**src/rtl/button_event.sv**
```systemverilog
// Turns a debounced button level into single-cycle press/release/long/repeat events.
// The state is visible on dbg_state for external checkers.
module button_event #(
  parameter int unsigned LONG_CYCLES   = 50_000_000,
  parameter int unsigned REPEAT_CYCLES = 10_000_000,
  parameter int unsigned CNT_W         = 26
) (
  input  logic       clk,
  input  logic       reset,
  input  logic       button_in,
  input  logic       enable,
  output logic       press_pulse,
  output logic       release_pulse,
  output logic       long_pulse,
  output logic       repeat_pulse,
  output logic       held,
  output logic [1:0] dbg_state
);

  typedef enum logic [1:0] {
    IDLE  = 2'd0,
    PRESS = 2'd1,
    HOLD  = 2'd2
  } state_e;

  localparam logic [CNT_W-1:0] CNT_ZERO    = '0;
  localparam logic [CNT_W-1:0] CNT_ONE     = CNT_W'(1);
  localparam logic [CNT_W-1:0] LONG_LAST   = CNT_W'(LONG_CYCLES - 1);
  localparam logic [CNT_W-1:0] REPEAT_LAST = CNT_W'(REPEAT_CYCLES - 1);
  localparam bit               REPEAT_ON   = (REPEAT_CYCLES != 0);

  state_e           state_q, state_d;
  logic [CNT_W-1:0] cnt_q, cnt_d;
  logic             btn_q, btn_d;
  logic             press_q, press_d;
  logic             release_q, release_d;
  logic             long_q, long_d;
  logic             repeat_q, repeat_d;
  logic             held_q, held_d;
  logic             rise;

  assign rise = button_in & ~btn_q;

  always_comb begin
    state_d   = state_q;
    cnt_d     = cnt_q;
    btn_d     = button_in;
    press_d   = 1'b0;
    release_d = 1'b0;
    long_d    = 1'b0;
    repeat_d  = 1'b0;
    if (!enable) begin
      // Aborted presses are dropped silently; btn_q keeps tracking so a held
      // level does not look like a fresh edge once enable returns.
      state_d = IDLE;
      cnt_d   = CNT_ZERO;
    end else begin
      case (state_q)
        IDLE: begin
          cnt_d = CNT_ZERO;
          if (rise) begin
            state_d = PRESS;
            press_d = 1'b1;
          end
        end
        PRESS: begin
          if (!button_in) begin
            state_d   = IDLE;
            cnt_d     = CNT_ZERO;
            release_d = 1'b1;
          end else if (cnt_q == LONG_LAST) begin
            state_d = HOLD;
            cnt_d   = CNT_ZERO;
            long_d  = 1'b1;
          end else begin
            cnt_d = cnt_q + CNT_ONE;
          end
        end
        HOLD: begin
          if (!button_in) begin
            state_d   = IDLE;
            cnt_d     = CNT_ZERO;
            release_d = 1'b1;
          end else if (REPEAT_ON && (cnt_q == REPEAT_LAST)) begin
            cnt_d    = CNT_ZERO;
            repeat_d = 1'b1;
          end else if (REPEAT_ON) begin
            cnt_d = cnt_q + CNT_ONE;
          end else begin
            cnt_d = CNT_ZERO;
          end
        end
        default: begin
          state_d = IDLE;
          cnt_d   = CNT_ZERO;
        end
      endcase
    end
    held_d = (state_d != IDLE);
  end

  always_ff @(posedge clk or negedge reset) begin
    if (!reset) begin
      state_q   <= IDLE;
      cnt_q     <= CNT_ZERO;
      btn_q     <= 1'b0;
      press_q   <= 1'b0;
      release_q <= 1'b0;
      long_q    <= 1'b0;
      repeat_q  <= 1'b0;
      held_q    <= 1'b0;
    end else begin
      state_q   <= state_d;
      cnt_q     <= cnt_d;
      btn_q     <= btn_d;
      press_q   <= press_d;
      release_q <= release_d;
      long_q    <= long_d;
      repeat_q  <= repeat_d;
      held_q    <= held_d;
    end
  end

  assign press_pulse   = press_q;
  assign release_pulse = release_q;
  assign long_pulse    = long_q;
  assign repeat_pulse  = repeat_q;
  assign held          = held_q;
  assign dbg_state     = state_q;

  pulses_exclusive_a : assert property (@(posedge clk) disable iff (!reset)
    $onehot0({press_q, release_q, long_q, repeat_q}));

endmodule
```
**config.mk**
```make
export PLATFORM = sky130hd
export DESIGN_NAME = button_event
export DESIGN_NICKNAME = d
export VERILOG_FILES = /design/src/rtl/button_event.sv
export SDC_FILE = /design/constraint.sdc
export NUM_CORES = 1
export LEC_CHECK = 0
export ABC_AREA = 1
export BUFFER_PORTS_ARGS = -buffer_cell sky130_fd_sc_hd__buf_4
export CAP_MARGIN = 20
export CORE_MARGIN = 10
export CORE_UTILIZATION = 47
export CTS_CLUSTER_SIZE = 24
export DETAILED_ROUTE_END_ITERATION = 12
export GPL_TIMING_DRIVEN = 1
export PLACE_DENSITY_LB_ADDON = 0.25
export SLEW_MARGIN = 5
export SYNTH_ARGS = -nofsm -noshare
export SYNTH_HDL_FRONTEND = slang
export SYNTH_SLANG_ARGS = --single-unit
```
**constraint.sdc**
```tcl
create_clock -name clk -period 2.2 [get_ports clk]
set_input_delay 0.22 -clock clk [delete_from_list [all_inputs] [get_ports clk]]
set_output_delay 0.22 -clock clk [all_outputs]
set_load 0.01 [all_outputs]
```
Word-level counts from Yosys, hierarchy flattened. Cells that the tools add are included.

Flip-flop bits (word level): 34. Bits of input ports: 4. Logic and storage cells: 44.

Equality and inequality tests: 4. Reduce and logical (&&, ||, !) cells: 3. Mux-type cells: 26. $add $sub $neg: 1. Bitwise operators: 2.

Operator list (count): $mux 26 (5); $pmux 26 s2 (1); $add 26x1->26 const B (1); $eq 26x24->1 const B (1); $eq 26x26->1 const B (1); $mux 1 (14); $mux 2 (5); $pmux 2 s3 (1); $eq 2x1->1 const B (1); $eq 2x2->1 const B (1); $logic_not 2->1 (1); $reduce_bool 2->1 (1); $reduce_or 2->1 (1); $and 1x1->1 (1); $not 1->1 (1).

Longest topological paths before layout.
Depth after elaboration: 6. Depth in mapped cells: 12.

Least setup slack after synthesis. Ideal clock, no wire load.

Kind: register to register. From: register state_q[0] (netlist: dbg_state[0]). To: register cnt_q[0]. Arrival time: 1.487 ns. Stages on the path, launching flop included: 8. Path slack: 0.641 ns. Path through: dfrtp_1 inv_1 ha_1 inv_1 nor3_1 nand2_2 buf_6 nor2_1.

Word-level cells in the longest chain between the ends: 3. Elaborated cells on any way between the ends: 4. Those cells by class: eq/ne: 2; mux: 2.

Ends and longest elaborated chain: start, declared (line 32) `state_e state_q, state_d;`; start signal, assigned (line 113) `state_q <= state_d;`; $eq 2x2->1 / $eq 2x1->1 (equally long branches) (line 58) `case (state_q)`; $pmux 26 s2 (*) (line 58); $mux 26 (*) (line 52) `if (!enable) begin`; named net cnt_d[0] (line 33) `logic [CNT_W-1:0] cnt_q, cnt_d;`; end signal, assigned (line 114) `cnt_q <= cnt_d;`; end, declared (line 33).

The timed path passes the listed nets; every way through them passes the cells marked *.

Worst setup path after layout.
From: register state_q[1] (netlist: dbg_state[1]). To: register cnt_q[16].

Same word-level chain as after synthesis.

==> impl_metrics.tcl <==
set metrics [dict create \
    vias 1546 \
    mostFrequentLayoutCells "nor2_1, nand2_1, dfrtp_1" \
    synth_nets 257 \
    numCtsBuffers 5 \
    row_count 23 \
    ff2ff_setup_slack_ns 0.22 \
    initial_utilization 0.4798 \
    r2r-end "cnt_q[16]" \
    holdBufCountCts 1 \
    clkTransAtPathRegs_ns 0.07 \
    p_leak_nw 0.9188 \
    synthAdderAreaFrac 0.03283 \
    place_area_um2 2021 \
    grt_first_pass_wirelength_um 7334 \
    antenna_found_initial 0 \
    r2r_start "dbg_state[1]" \
    reg2reg_depth 6 \
    cts_setup_buffers 0 \
    rsz0062_at_grt "no" \
    worstSetupEndpointType "flip-flop" \
    fin_skew_ns 0.005039 \
    grt_max_degree 35 \
    relSlewSlack 0.6377 \
    m1WireLength_um 1951 \
    synth_top_family_by_area "simple AND/OR/NAND/NOR gates" \
    fin_crit_sh 0.8978 \
    syn_inst 248 \
    final_common_cell "nor2_1" \
    clk_path_buf_depth 2 \
    powerDensity_nw_per_um2 573.0 \
    syn_area_um2 1906 \
    grt_pass1_vias 1633 \
    final_hold_viol_count 0 \
    die-width_um 83.68 \
    peakVddDrop_mv 0.4693 \
    path_class "reg -> reg" \
    route.met3.wl_um 141 \
    path_max_fanout 23 \
    synth-simple-area-share 0.3473 \
    outcome "completed" \
    setup_viol 0 \
    fin_area_um2 2141 \
    seq_area_frac_synth 0.4465 \
    cts.sinks 34 \
    muxShareOfSynthArea 0 \
    hold_depth 1 \
    wire_per_inst_um 12.88 \
    drtAntennaViolNets 0 \
    drv_cap 0 \
    hold-path-endpoint "btn_q" \
    portBuffers 10 \
    layout-drive-gt1-share 0.1132 \
    period_minus_slack_ns 1.975 \
    dr_wl_met2_um 1897 \
    hpwlAfterDp_um 3058 \
    drc 0 \
    cts_root_buffer "clkbuf_8" \
    cts_tree "yes" \
    finalMaxSlewViolations 0 \
    cts_resized 0 \
    grt_overflow_total 0 \
    crit_arrival_ns 2.17 \
    first_iter_violations 86 \
    ys_ff_latch 34 \
    synth.avg_cell_area_um2 7.684 \
    layout.nets 273 \
    critPathLaunchType "flip-flop" \
    via_per_inst 4.908 \
    fp.dieArea_um2 7002 \
    die_h_um 83.68 \
    worst_slew_pin_slew_ns 0.5394 \
    insertion_delay_ns 0.28 \
    drt_first_pass_iters 5 \
    routabilityCongestion 0.9536 \
    hp-start "button_in" \
    wirelength_um 4056 \
    worstPathRequired_ns 2.40 \
    htree_levels 2 \
    num_antenna_cells 0 \
    max_freq_mhz 506.3 \
    area_growth_pct 12.34 \
    core_um2 3971 \
    min_path_type "in -> reg" \
    top_layer "met4" \
    synth_compound_area_frac 0.03020 \
    synth_cell_type_count 23 \
    grt_usage 0.1237 \
    yosys_warnings 0 \
    synthXorXnorAreaFrac 0.07814 \
    totalNegativeSetupSlack_ns 0 \
    pin_count 11 \
]
[how the worst max path moves through the flow]
stage	cells after the start	start	end	slack (ns)
2_1_floorplan	7	dbg_state[0]	cnt_q[0]	0.64
4_1_cts	6	dbg_state[1]	cnt_q[8]	0.19
6_report	6	dbg_state[1]	cnt_q[16]	0.22
3_3_place_gp	6	dbg_state[0]	cnt_q[20]	0.23
3_5_place_dp	6	dbg_state[1]	cnt_q[8]	0.22
5_1_grt	6	dbg_state[1]	cnt_q[3]	0.02
[synth_stat cells (all sizes together)]
cell type  number  area share
nor2           66        0.14
nor3            8       0.021
o21bai          1      0.0039
buf             2       0.012
nor4            2      0.0066
dfrtp          34        0.45
a21oi           1      0.0026
o2bb2ai         1      0.0046
nand3          17       0.047
inv            27       0.053
xor2           11       0.051
ha              5       0.033
nand4           5       0.016
xnor2           6       0.028
o21a            1      0.0039
nand2          55        0.11
or3b            1      0.0046
o21ai           5       0.015
[cell type report]
cell class                 instances  area [µm²]
inverter                          27       101.3
fill                             389        1831
clock buffer                       8       110.1
tap                               50       62.56
sequential                        34       850.8
timing repair buffer              11       85.08
multi-input combinational        185       930.9
[through the flow]
stage               setup slack [ns]  cells   power, W  utilization  hold slack [ns]
detailed placement            0.2162    306  0.0006969       0.5088           0.1991
global route                 0.02002    315   0.001269       0.5391          0.09149
floorplan                     0.6412    248  0.0006667            -         -0.07559
finish                        0.2248    315   0.001227       0.5391          0.09699
CTS                           0.1904    315   0.001235       0.5391          0.09340
global placement              0.2344    306  0.0006957       0.5088           0.1934
[routing by layer]
| layer | up-vias | global-route usage |
|---|---|---|
| met1 | 714 | 0.1504 |
| met5 | - | 0 |
| met4 | 0 | 0.04718 |
| met2 | 22 | 0.2035 |
| li1 | 803 | - |
| met3 | 7 | 0.03125 |
[registers in the layout, summed over array words and instances (netlist names)]
name and cells:
held 1, press_pulse 1, dbg_state 2, btn_q 1, release_pulse 1, cnt_q 26, long_pulse 1, repeat_pulse 1
[worst max-delay path, cell delays in order, from the launching register on]
cell,delay [ns]
dfrtp_1,0.41
inv_1,0.09
ha_1,0.29
inv_1,0.05
nor3_1,0.42
nand2_2,0.41
nor2_1,0.22
[cell families after synthesis]
| kind of cell | count (synthesis) |
|---|---|
| buffers and inverters | 29 |
| AND/OR/NAND/NOR | 154 |
| AO/OA/AOI/OAI | 9 |
| adder cells (fa/ha/maj) | 5 |
| flip-flops | 34 |
| XOR/XNOR | 17 |
[power by group]
group | total, W | internal, W | switching, W
Clock | 0.000543 | 0.000316 | 0.000226
Sequential | 0.000632 | 0.000630 | 0.00000249
Combinational | 0.0000519 | 0.0000175 | 0.0000344
Total | 0.00123 | 0.000964 | 0.000263
Note: power is estimated with default switching activity, not from simulation.
